==> config.mk <==
export PLATFORM = sky130hd
export DESIGN_NAME = greenhouse_actuator_driver
export DESIGN_NICKNAME = d
export VERILOG_FILES = /design/src/rtl/greenhouse_actuator_driver.sv
export SDC_FILE = /design/constraint.sdc
export NUM_CORES = 1
export LEC_CHECK = 0
export BUFFER_PORTS_ARGS = -buffer_cell sky130_fd_sc_hd__buf_2
export CAP_MARGIN = 20
export CORE_MARGIN = 2
export CORE_UTILIZATION = 50
export DETAILED_ROUTE_END_ITERATION = 10
export MAX_ROUTING_LAYER = met4
export PLACE_DENSITY = 0.71
export SLEW_MARGIN = 5
export SYNTH_ARGS = -nofsm -noshare
export SYNTH_HDL_FRONTEND = slang
export SYNTH_SLANG_ARGS = --single-unit
==> constraint.sdc <==
create_clock -name clk -period 22.9 [get_ports clk]
set_input_delay 3.435 -clock clk [delete_from_list [all_inputs] [get_ports clk]]
set_output_delay 3.435 -clock clk [all_outputs]
set_load 0.02 [all_outputs]
==> src/rtl/greenhouse_actuator_driver.sv <==
`default_nettype none
// ============================================================================
//  Module   : greenhouse_actuator_driver
//  Function : Turns 6 actuator requests into drive signals with min on/off
//             hold times and a power budget on channels 0..4 (ch5 exempt).
//  Revision : 1.0  initial release
// ============================================================================
module greenhouse_actuator_driver #(
    parameter int MIN_ON     = 5,
    parameter int MIN_OFF    = 3,
    parameter int MAX_ACTIVE = 2,
    parameter int CNT_W      = 8
) (
    input  logic       clk,
    input  logic       reset,
    input  logic [5:0] A_cmd,
    output logic [5:0] DRV,
    output logic [5:0] PEND,
    output logic [2:0] ACTIVE_CNT,
    output logic       SAT
);

    localparam logic [1:0]       c_IDLE     = 2'd0;
    localparam logic [1:0]       c_RUN      = 2'd1;
    localparam logic [1:0]       c_COOL     = 2'd2;
    localparam logic [CNT_W-1:0] c_ON_LOAD  = CNT_W'(MIN_ON - 1);
    localparam logic [CNT_W-1:0] c_OFF_LOAD = CNT_W'(MIN_OFF - 1);
    localparam logic [CNT_W-1:0] c_ONE      = CNT_W'(1);
    localparam logic [2:0]       c_MAX_ACT  = 3'(MAX_ACTIVE);

    logic [5:0][1:0]       state_q, state_d;
    logic [5:0][CNT_W-1:0] cnt_q, cnt_d;
    logic [5:0]            drv_q, drv_d;
    logic [5:0]            pend_q, pend_d;
    logic [2:0]            active_q, active_d;
    logic                  sat_q, sat_d;

    logic [5:0]            w_elig;
    logic [5:0]            w_grant;
    logic [2:0]            w_active;
    logic [2:0]            w_slots;
    logic [2:0]            w_slots_left;

    always_comb begin
        w_active = '0;
        for (int i = 0; i < 5; i++) begin
            if (state_q[i] == c_RUN) begin
                w_active = w_active + 3'd1;
            end
        end
        w_slots = (w_active >= c_MAX_ACT) ? 3'd0 : (c_MAX_ACT - w_active);
        for (int i = 0; i < 6; i++) begin
            w_elig[i] = (state_q[i] == c_IDLE) ||
                        ((state_q[i] == c_COOL) && (cnt_q[i] == '0));
        end
    end

    // Fixed priority, highest channel first; the vent channel bypasses the budget.
    always_comb begin
        w_grant      = '0;
        w_slots_left = w_slots;
        for (int i = 4; i >= 0; i--) begin
            if (w_elig[i] && A_cmd[i] && (w_slots_left != 3'd0)) begin
                w_grant[i]   = 1'b1;
                w_slots_left = w_slots_left - 3'd1;
            end
        end
        w_grant[5] = w_elig[5] && A_cmd[5];
    end

    always_comb begin
        state_d = state_q;
        cnt_d   = cnt_q;
        for (int i = 0; i < 6; i++) begin
            case (state_q[i])
                c_IDLE: begin
                    if (w_grant[i]) begin
                        state_d[i] = c_RUN;
                        cnt_d[i]   = c_ON_LOAD;
                    end
                end
                c_RUN: begin
                    if (cnt_q[i] != '0) begin
                        cnt_d[i] = cnt_q[i] - c_ONE;
                    end else if (!A_cmd[i]) begin
                        state_d[i] = c_COOL;
                        cnt_d[i]   = c_OFF_LOAD;
                    end
                end
                c_COOL: begin
                    if (cnt_q[i] != '0) begin
                        cnt_d[i] = cnt_q[i] - c_ONE;
                    end else if (w_grant[i]) begin
                        state_d[i] = c_RUN;
                        cnt_d[i]   = c_ON_LOAD;
                    end else begin
                        state_d[i] = c_IDLE;
                    end
                end
                default: begin
                    state_d[i] = c_IDLE;
                    cnt_d[i]   = '0;
                end
            endcase
        end
    end

    // Status is derived from the next state so it lines up with DRV.
    always_comb begin
        active_d = '0;
        for (int i = 0; i < 6; i++) begin
            drv_d[i] = (state_d[i] == c_RUN);
        end
        for (int i = 0; i < 5; i++) begin
            if (drv_d[i]) begin
                active_d = active_d + 3'd1;
            end
        end
        pend_d = A_cmd & ~drv_d;
        sat_d  = (active_d == c_MAX_ACT) && (|pend_d[4:0]);
    end

    always_ff @(posedge clk) begin
        if (reset) begin
            state_q  <= '0;
            cnt_q    <= '0;
            drv_q    <= '0;
            pend_q   <= '0;
            active_q <= '0;
            sat_q    <= 1'b0;
        end else begin
            state_q  <= state_d;
            cnt_q    <= cnt_d;
            drv_q    <= drv_d;
            pend_q   <= pend_d;
            active_q <= active_d;
            sat_q    <= sat_d;
        end
    end

    assign DRV        = drv_q;
    assign PEND       = pend_q;
    assign ACTIVE_CNT = active_q;
    assign SAT        = sat_q;

endmodule
`default_nettype wire

==> results of run 1 <==
[worst max path at each step]
stage | startpoint | to | slack, ns | cells after the start
finish | state_q[0]$_SDFF_PP0_ | SAT$_SDFF_PP0_ | 11.54 | 47
global route | state_q[0]$_SDFF_PP0_ | SAT$_SDFF_PP0_ | 10.60 | 47
CTS | state_q[0]$_SDFF_PP0_ | SAT$_SDFF_PP0_ | 11.56 | 47
detailed placement | state_q[0]$_SDFF_PP0_ | SAT$_SDFF_PP0_ | 11.60 | 47
global placement | state_q[0]$_SDFF_PP0_ | SAT$_SDFF_PP0_ | 12.07 | 47
floorplan | state_q[0]$_SDFF_PP0_ | SAT$_SDFF_PP0_ | 12.47 | 50
[flip-flops by register name (all words and copies together) (netlist names)]
name,cells
cnt_q,48
ACTIVE_CNT,3
SAT,1
state_q,12
DRV,6
PEND,6
[logic make-up after synthesis]
kind of cell	after synthesis	share of synthesized area (%)
buffers and inverters	56	4.86
and+or+nand+nor	248	25.8
xor gates and xnor gates	24	4.86
muxes	8	2.07
AOI/OAI and AO/OA	178	24.6
DFF	76	31.8
adders and majority gates	23	6.01
[layer usage]
| metal | track usage (%) | share of wire [%] | vias to the layer above |
|---|---|---|---|
| met5 | - | 0 | - |
| met4 | 6.56 | 1.7 | 0 |
| met3 | 4.10 | 4.4 | 17 |
| met2 | 36.0 | 47 | 107 |
| met1 | 28.9 | 47 | 2039 |
| li1 | - | - | 2241 |
[cells in the final DEF, fill, tap and decap left out, types with 13 or more instances in the layout]
cell type	instances
ha_1	23
xnor2_1	13
or3_1	17
buf_2	23
nor3_1	25
o21ai_0	36
dfxtp_1	76
nor2_1	86
nand2b_1	19
a21oi_1	46
inv_1	26
nand2_1	47
[worst register-to-register path: cells and delay by family (launching register included)]
| kind | cells | cell delay, ns |
|---|---|---|
| buffers and inverters | 2 | 0.15 |
| AO/OA/AOI/OAI | 9 | 2.26 |
| XOR/XNOR | 5 | 1.30 |
| adder cells (fa/ha/maj) | 15 | 3.68 |
| multiplexers | 3 | 0.75 |
| flip-flops | 1 | 0.61 |
| AND/OR/NAND/NOR | 13 | 2.53 |
[per-stage QoR]
step	setup slack (ns)	utilization, %	hold slack (ns)	area [um^2]
final	11.54	55.6	0.494	5160
after global routing	10.60	55.6	0.523	5160
after CTS	11.56	55.6	0.496	5160
after detailed placement	11.60	53.1	0.486	4930
after global placement	12.07	53.1	0.473	4930
after floorplan	12.47	-	0.454	4780
[cell type report]
type                       instances  area, um^2  share of cell area, %
clock inverter                     6        93.8                   1.82
tap                              129         161                   3.13
timing repair buffer              24         123                   2.37
clock buffer                      10         138                   2.66
sequential                        76        1520                   29.5
inverter                          26        97.6                   1.89
multi-input combinational        481        3030                   58.7
==> results.sh, run 1 <==
export IMPL_slowest_delay_ns=0.61
export IMPL_grt_pass1_wl_um=18400
export IMPL_die_x_um=102
export IMPL_min_period_ns=11.36
export IMPL_post_drt_wl_per_cell_um=14.0
export IMPL_cts_buffers=9
export IMPL_start_util_pct=51.5
export IMPL_drv_slew=0
export IMPL_syn_area_um2=4780
export IMPL_cp_start_kind="flop"
export IMPL_setup_viol=0
export IMPL_ys_seq_area_share_pct=31.8
export IMPL_rows=35
export IMPL_htreeDepth=3
export IMPL_maxSlewHeadroom_pct=55.0
export IMPL_ys_types=68
export IMPL_fin_cells=752
export IMPL_min_delay_start="cnt_q[40]$_SDFFE_PP0P_"
export IMPL_grt_pass1_vias=4058
export IMPL_postCtsSetupBuffers=0
export IMPL_numPortBuffers=23
export IMPL_yosys_area_top_type_share_pct=31.8
export IMPL_r2r_end="SAT$_SDFF_PP0_"
export IMPL_track_usage_pct=22.4
export IMPL_synth_edf_count=0
export IMPL_syn_inst=613
export IMPL_antenna_cells=0
export IMPL_nets=649
export IMPL_grt_overflow=0
export IMPL_ys_warn_count=0
export IMPL_ctsHoldBuffers=0
export IMPL_clkSlewWorstSetupHoldPaths_ns=0.08
export IMPL_rsz0062_at_grt="no"
export IMPL_dp_cells=736
export IMPL_area_growth_pct=7.95
export IMPL_slowest_stage="dfxtp_1"
export IMPL_antenna_found_initial=0
export IMPL_fmax_mhz=88.0
export IMPL_fillers=901
export IMPL_die_h_um=102
export IMPL_fp_coreArea_um2=9280
export IMPL_required_ns=23.13
export IMPL_via_per_inst=5.86
export IMPL_status="finished clean"
export IMPL_gp_congestion=0.886
export IMPL_grt_max_degree=47
export IMPL_synthFlopType="dfxtp_1"
export IMPL_path_buf_inv=2
export IMPL_cts_tree="built"
export IMPL_io_pins=24
export IMPL_die_area_um2=10400
export IMPL_drt_pass1_iterations=5
export IMPL_clk_latency_ns=0.35
export IMPL_drt_total_wl_um=10500
export IMPL_cts_repair_resized=0
export IMPL_ant_nets=0
export IMPL_cts_sinks=76
export IMPL_drc_errors=0
export IMPL_cts_buffer_depth=2
export IMPL_fin_setup_tns_ns=0
export IMPL_drv_cap=0
export IMPL_worst_path_most_repeated_cell="ha_1"
export IMPL_min_to="cnt_q[40]$_SDFFE_PP0P_"
export IMPL_clock_skew_ns=0.00997
export IMPL_hold_class="flop to flop"
export IMPL_syn_nets=644
export IMPL_worst_slew_pin_slew_ns=0.670
export IMPL_ys_seq_elements=76
export IMPL_synth_area_leaders="dfxtp_1 (32%), nor2_1 (6.7%), ha_1 (6.0%)"
export IMPL_hold_violations=0
export IMPL_drt_iter0_drc=272
export IMPL_syn_area_per_cell_um2=7.81
export IMPL_worstRegToRegCells=47
export IMPL_worstPathArrival_ns=11.58
export IMPL_synthTopCellsByCount="nor2_1 (86), dfxtp_1 (76), nand2_1 (47), a21oi_1 (46), o21ai_0 (36)"
export IMPL_timing_final_crit_share_pct=49.6
export IMPL_cp_max_fo=15
export IMPL_yosysMostFrequentCell="nor2_1"
export IMPL_drive_gt1_share_pct=9.47
export IMPL_r2r_start="state_q[0]$_SDFF_PP0_"
export IMPL_r2r_slack_ns=11.54
export IMPL_crit_family="adder cells"
export IMPL_synth_area_leader_cell="dfxtp_1"
export IMPL_vias=4404
export IMPL_worst_setup_path_type="flop to flop"
export IMPL_clock_tree_root_cell="clkbuf_8"
export IMPL_whs_path_depth=1
export IMPL_synthArstFlopShare_pct=0
export IMPL_cp_end_kind="flop"
export IMPL_dp_hpwl_um=7710
Power of run 1 is left out: the tool's default activity adds up to more than one toggle a clock period on the data nets, which glitch-free logic cannot reach.
==> run 2: changes to the inputs <==
--- a/config.mk
+++ b/config.mk
@@ -11,7 +11,7 @@
 export CORE_UTILIZATION = 50
 export DETAILED_ROUTE_END_ITERATION = 10
 export MAX_ROUTING_LAYER = met4
-export PLACE_DENSITY = 0.71
+export PLACE_DENSITY = 0.74
 export SLEW_MARGIN = 5
 export SYNTH_ARGS = -nofsm -noshare
 export SYNTH_HDL_FRONTEND = slang
==> constraint.sdc (replaced) <==
create_clock -name clk -period 10 [get_ports clk]
set_input_delay 1.5 -clock clk [delete_from_list [all_inputs] [get_ports clk]]
set_output_delay 1.5 -clock clk [all_outputs]
set_load 0.02 [all_outputs]
==> run 2 against run 1 <==
- worst setup slack got worse by 11 ns
- non-clock buffer count increased by 24
- maximum frequency increased by 18%
- core utilization increased by 3.9 points
- via count increased by 3.0%
- sequential share of layout area decreased by 2.0 points
- wire length increased by 5.4%
- register-to-register slack got worse by 11 ns
- critical path depth increased by 1
- worst hold slack got worse by 0.0015 ns
- global-route usage decreased by 0.066 points
- largest cell class unchanged
==> results.sh, run 2 (synthesized netlist as in run 1, its figures left out) <==
export IMPL_cts_sinks=76
export IMPL_worst_path_most_repeated_cell="ha_1"
export IMPL_post_drt_wl_per_cell_um=14.3
export IMPL_worstRegToRegCells=48
export IMPL_timing_final_crit_share_pct=96.6
export IMPL_die_h_um=102
export IMPL_fp_coreArea_um2=9280
export IMPL_mostFrequentLayoutCell="nor2_1"
export IMPL_die_area_um2=10400
export IMPL_r2r_end="SAT$_SDFF_PP0_"
export IMPL_clkSlewWorstSetupHoldPaths_ns=0.08
export IMPL_dp_hpwl_um=7780
export IMPL_r2r_start="state_q[3]$_SDFF_PP0_"
export IMPL_grt_max_degree=47
export IMPL_antenna_found_initial=0
export IMPL_worst_setup_path_type="flop to flop"
export IMPL_clock_tree_root_cell="clkbuf_8"
export IMPL_drt_iter0_drc=178
export IMPL_cts_buffers=9
export IMPL_status="finished clean"
export IMPL_hold_violations=0
export IMPL_largest_reg_flops=48
export IMPL_cp_endpoint="SAT$_SDFF_PP0_"
export IMPL_min_period_ns=9.66
export IMPL_cp_max_fo=8
export IMPL_clk_latency_ns=0.36
export IMPL_cts_tree="built"
export IMPL_cts_buffer_depth=2
export IMPL_start_util_pct=51.5
export IMPL_worst_slew_pin_slew_ns=0.969
export IMPL_gp_congestion=0.925
export IMPL_maxSlewHeadroom_pct=35.0
export IMPL_reg_top3="cnt_q (48), state_q (12)"
export IMPL_drt_pass1_iterations=5
export IMPL_htreeDepth=3
export IMPL_setup_viol=0
export IMPL_cp_start_kind="flop"
export IMPL_post_place_ws_ns=-0.433
export IMPL_drv_cap=0
export IMPL_slowest_delay_ns=0.32
export IMPL_die_x_um=102
export IMPL_most_common_layout_cells="nor2_1 (84), dfxtp_1 (76), nand2_1 (47), a21oi_1 (46), o21ai_0 (36)"
export IMPL_regMostFlops="cnt_q"
export IMPL_io_pins=24
export IMPL_grt_overflow=0
export IMPL_drt_total_wl_um=11100
export IMPL_drc_errors=0
export IMPL_slowest_stage="dfxtp_1"
export IMPL_whs_ns=0.493
export IMPL_ant_nets=0
export IMPL_grt_pass1_vias=4223
export IMPL_cp_startpoint="state_q[3]$_SDFF_PP0_"
export IMPL_drv_slew=0
export IMPL_area_growth_pct=15.6
export IMPL_cp_end_kind="flop"
export IMPL_track_usage_pct=22.4
export IMPL_drive_gt1_share_pct=15.8
export IMPL_via_per_inst=5.85
export IMPL_rows=35
export IMPL_antenna_cells=0
export IMPL_vias=4536
export IMPL_fin_ws_ns=0.338
export IMPL_clock_skew_ns=0.00920
export IMPL_grt_pass1_wl_um=18400
export IMPL_nets=673
export IMPL_hold_class="flop to flop"
export IMPL_worstPathArrival_ns=9.96
export IMPL_r2r_slack_ns=0.34
export IMPL_numPortBuffers=23
export IMPL_required_ns=10.30
export IMPL_fmax_mhz=103
-- run 2: cell count changes in the layout (fill, tap and decap cells not counted), moves of 2 or more --
| cell | delta |
|---|---|
| nand2b_1 | -3 |
| inv_6 | -2 |
| or2_4 | +2 |
| ha_1 | -4 |
| nand2b_4 | +3 |
| nor2_1 | -2 |
| a211oi_1 | -2 |
| ha_4 | +3 |
| buf_4 | +24 |
-- run 2: layout make-up --
cell class              instances  area [um^2]
multi-input cells             481         3210
inverters                      26         97.6
flip-flops and latches         76         1520
well taps                     129          161
repair buffers                 48          303
clock buffers                   9          124
clock inverters                 6          114
fillers                       832         3750
-- run 2: what timing repair did --
| item | CTS | global route |
|---|---|---|
| pin swaps | 3 | 13 |
| setup endpoints to repair | 3 | 3 |
| resized for setup | 6 | 19 |
| hold buffers | 0 | 0 |
| buffers inserted | 4 | 9 |
-- run 2: layer usage --
layer  global-route usage (%)  wire length (um)  part of all wire (%)  up-vias
li1                         -                 -                     -     2266
met2                     37.3              5450                    49      108
met5                        -                 0                     0        -
met4                     8.62               221                   2.0        0
met1                     26.9              5040                    45     2142
met3                     3.97               393                   3.5       20
-- run 2: per-stage QoR --
step	cell area, um^2	instances	TNS (ns)	util [%]
after floorplan	4820	613	0	-
after global placement	5040	747	0	54.3
after detailed placement	5040	747	-0.959	54.3
after CTS	5330	766	0	57.4
after global routing	5530	775	-0.164	59.6
final	5530	775	0	59.6
-- run 2: critical path: cells and delay by family (launching register included) --
| family | cells | cell delay, ns |
|---|---|---|
| AOI/OAI and AO/OA | 9 | 1.62 |
| xor gates and xnor gates | 5 | 1.00 |
| adders and majority gates | 15 | 3.43 |
| buffers and inverters | 3 | 0.19 |
| DFF | 1 | 0.32 |
| muxes | 3 | 0.67 |
| and+or+nand+nor | 13 | 2.33 |
-- run 2: worst min path at each step --
stage                           start                endpoint  slack [ns]  depth (start not counted)
3_5_place_dp   cnt_q[33]$_SDFFE_PP0P_  cnt_q[33]$_SDFFE_PP0P_        0.48                          2
3_3_place_gp   cnt_q[38]$_SDFFE_PP0P_  cnt_q[38]$_SDFFE_PP0P_        0.47                          2
6_report       cnt_q[33]$_SDFFE_PP0P_  cnt_q[33]$_SDFFE_PP0P_        0.49                          2
4_1_cts        cnt_q[33]$_SDFFE_PP0P_  cnt_q[33]$_SDFFE_PP0P_        0.49                          2
2_1_floorplan  cnt_q[40]$_SDFFE_PP0P_  cnt_q[40]$_SDFFE_PP0P_        0.45                          1
5_1_grt         cnt_q[3]$_SDFFE_PP0P_   cnt_q[3]$_SDFFE_PP0P_        0.52                          1
Power of run 2 is left out for the same reason.
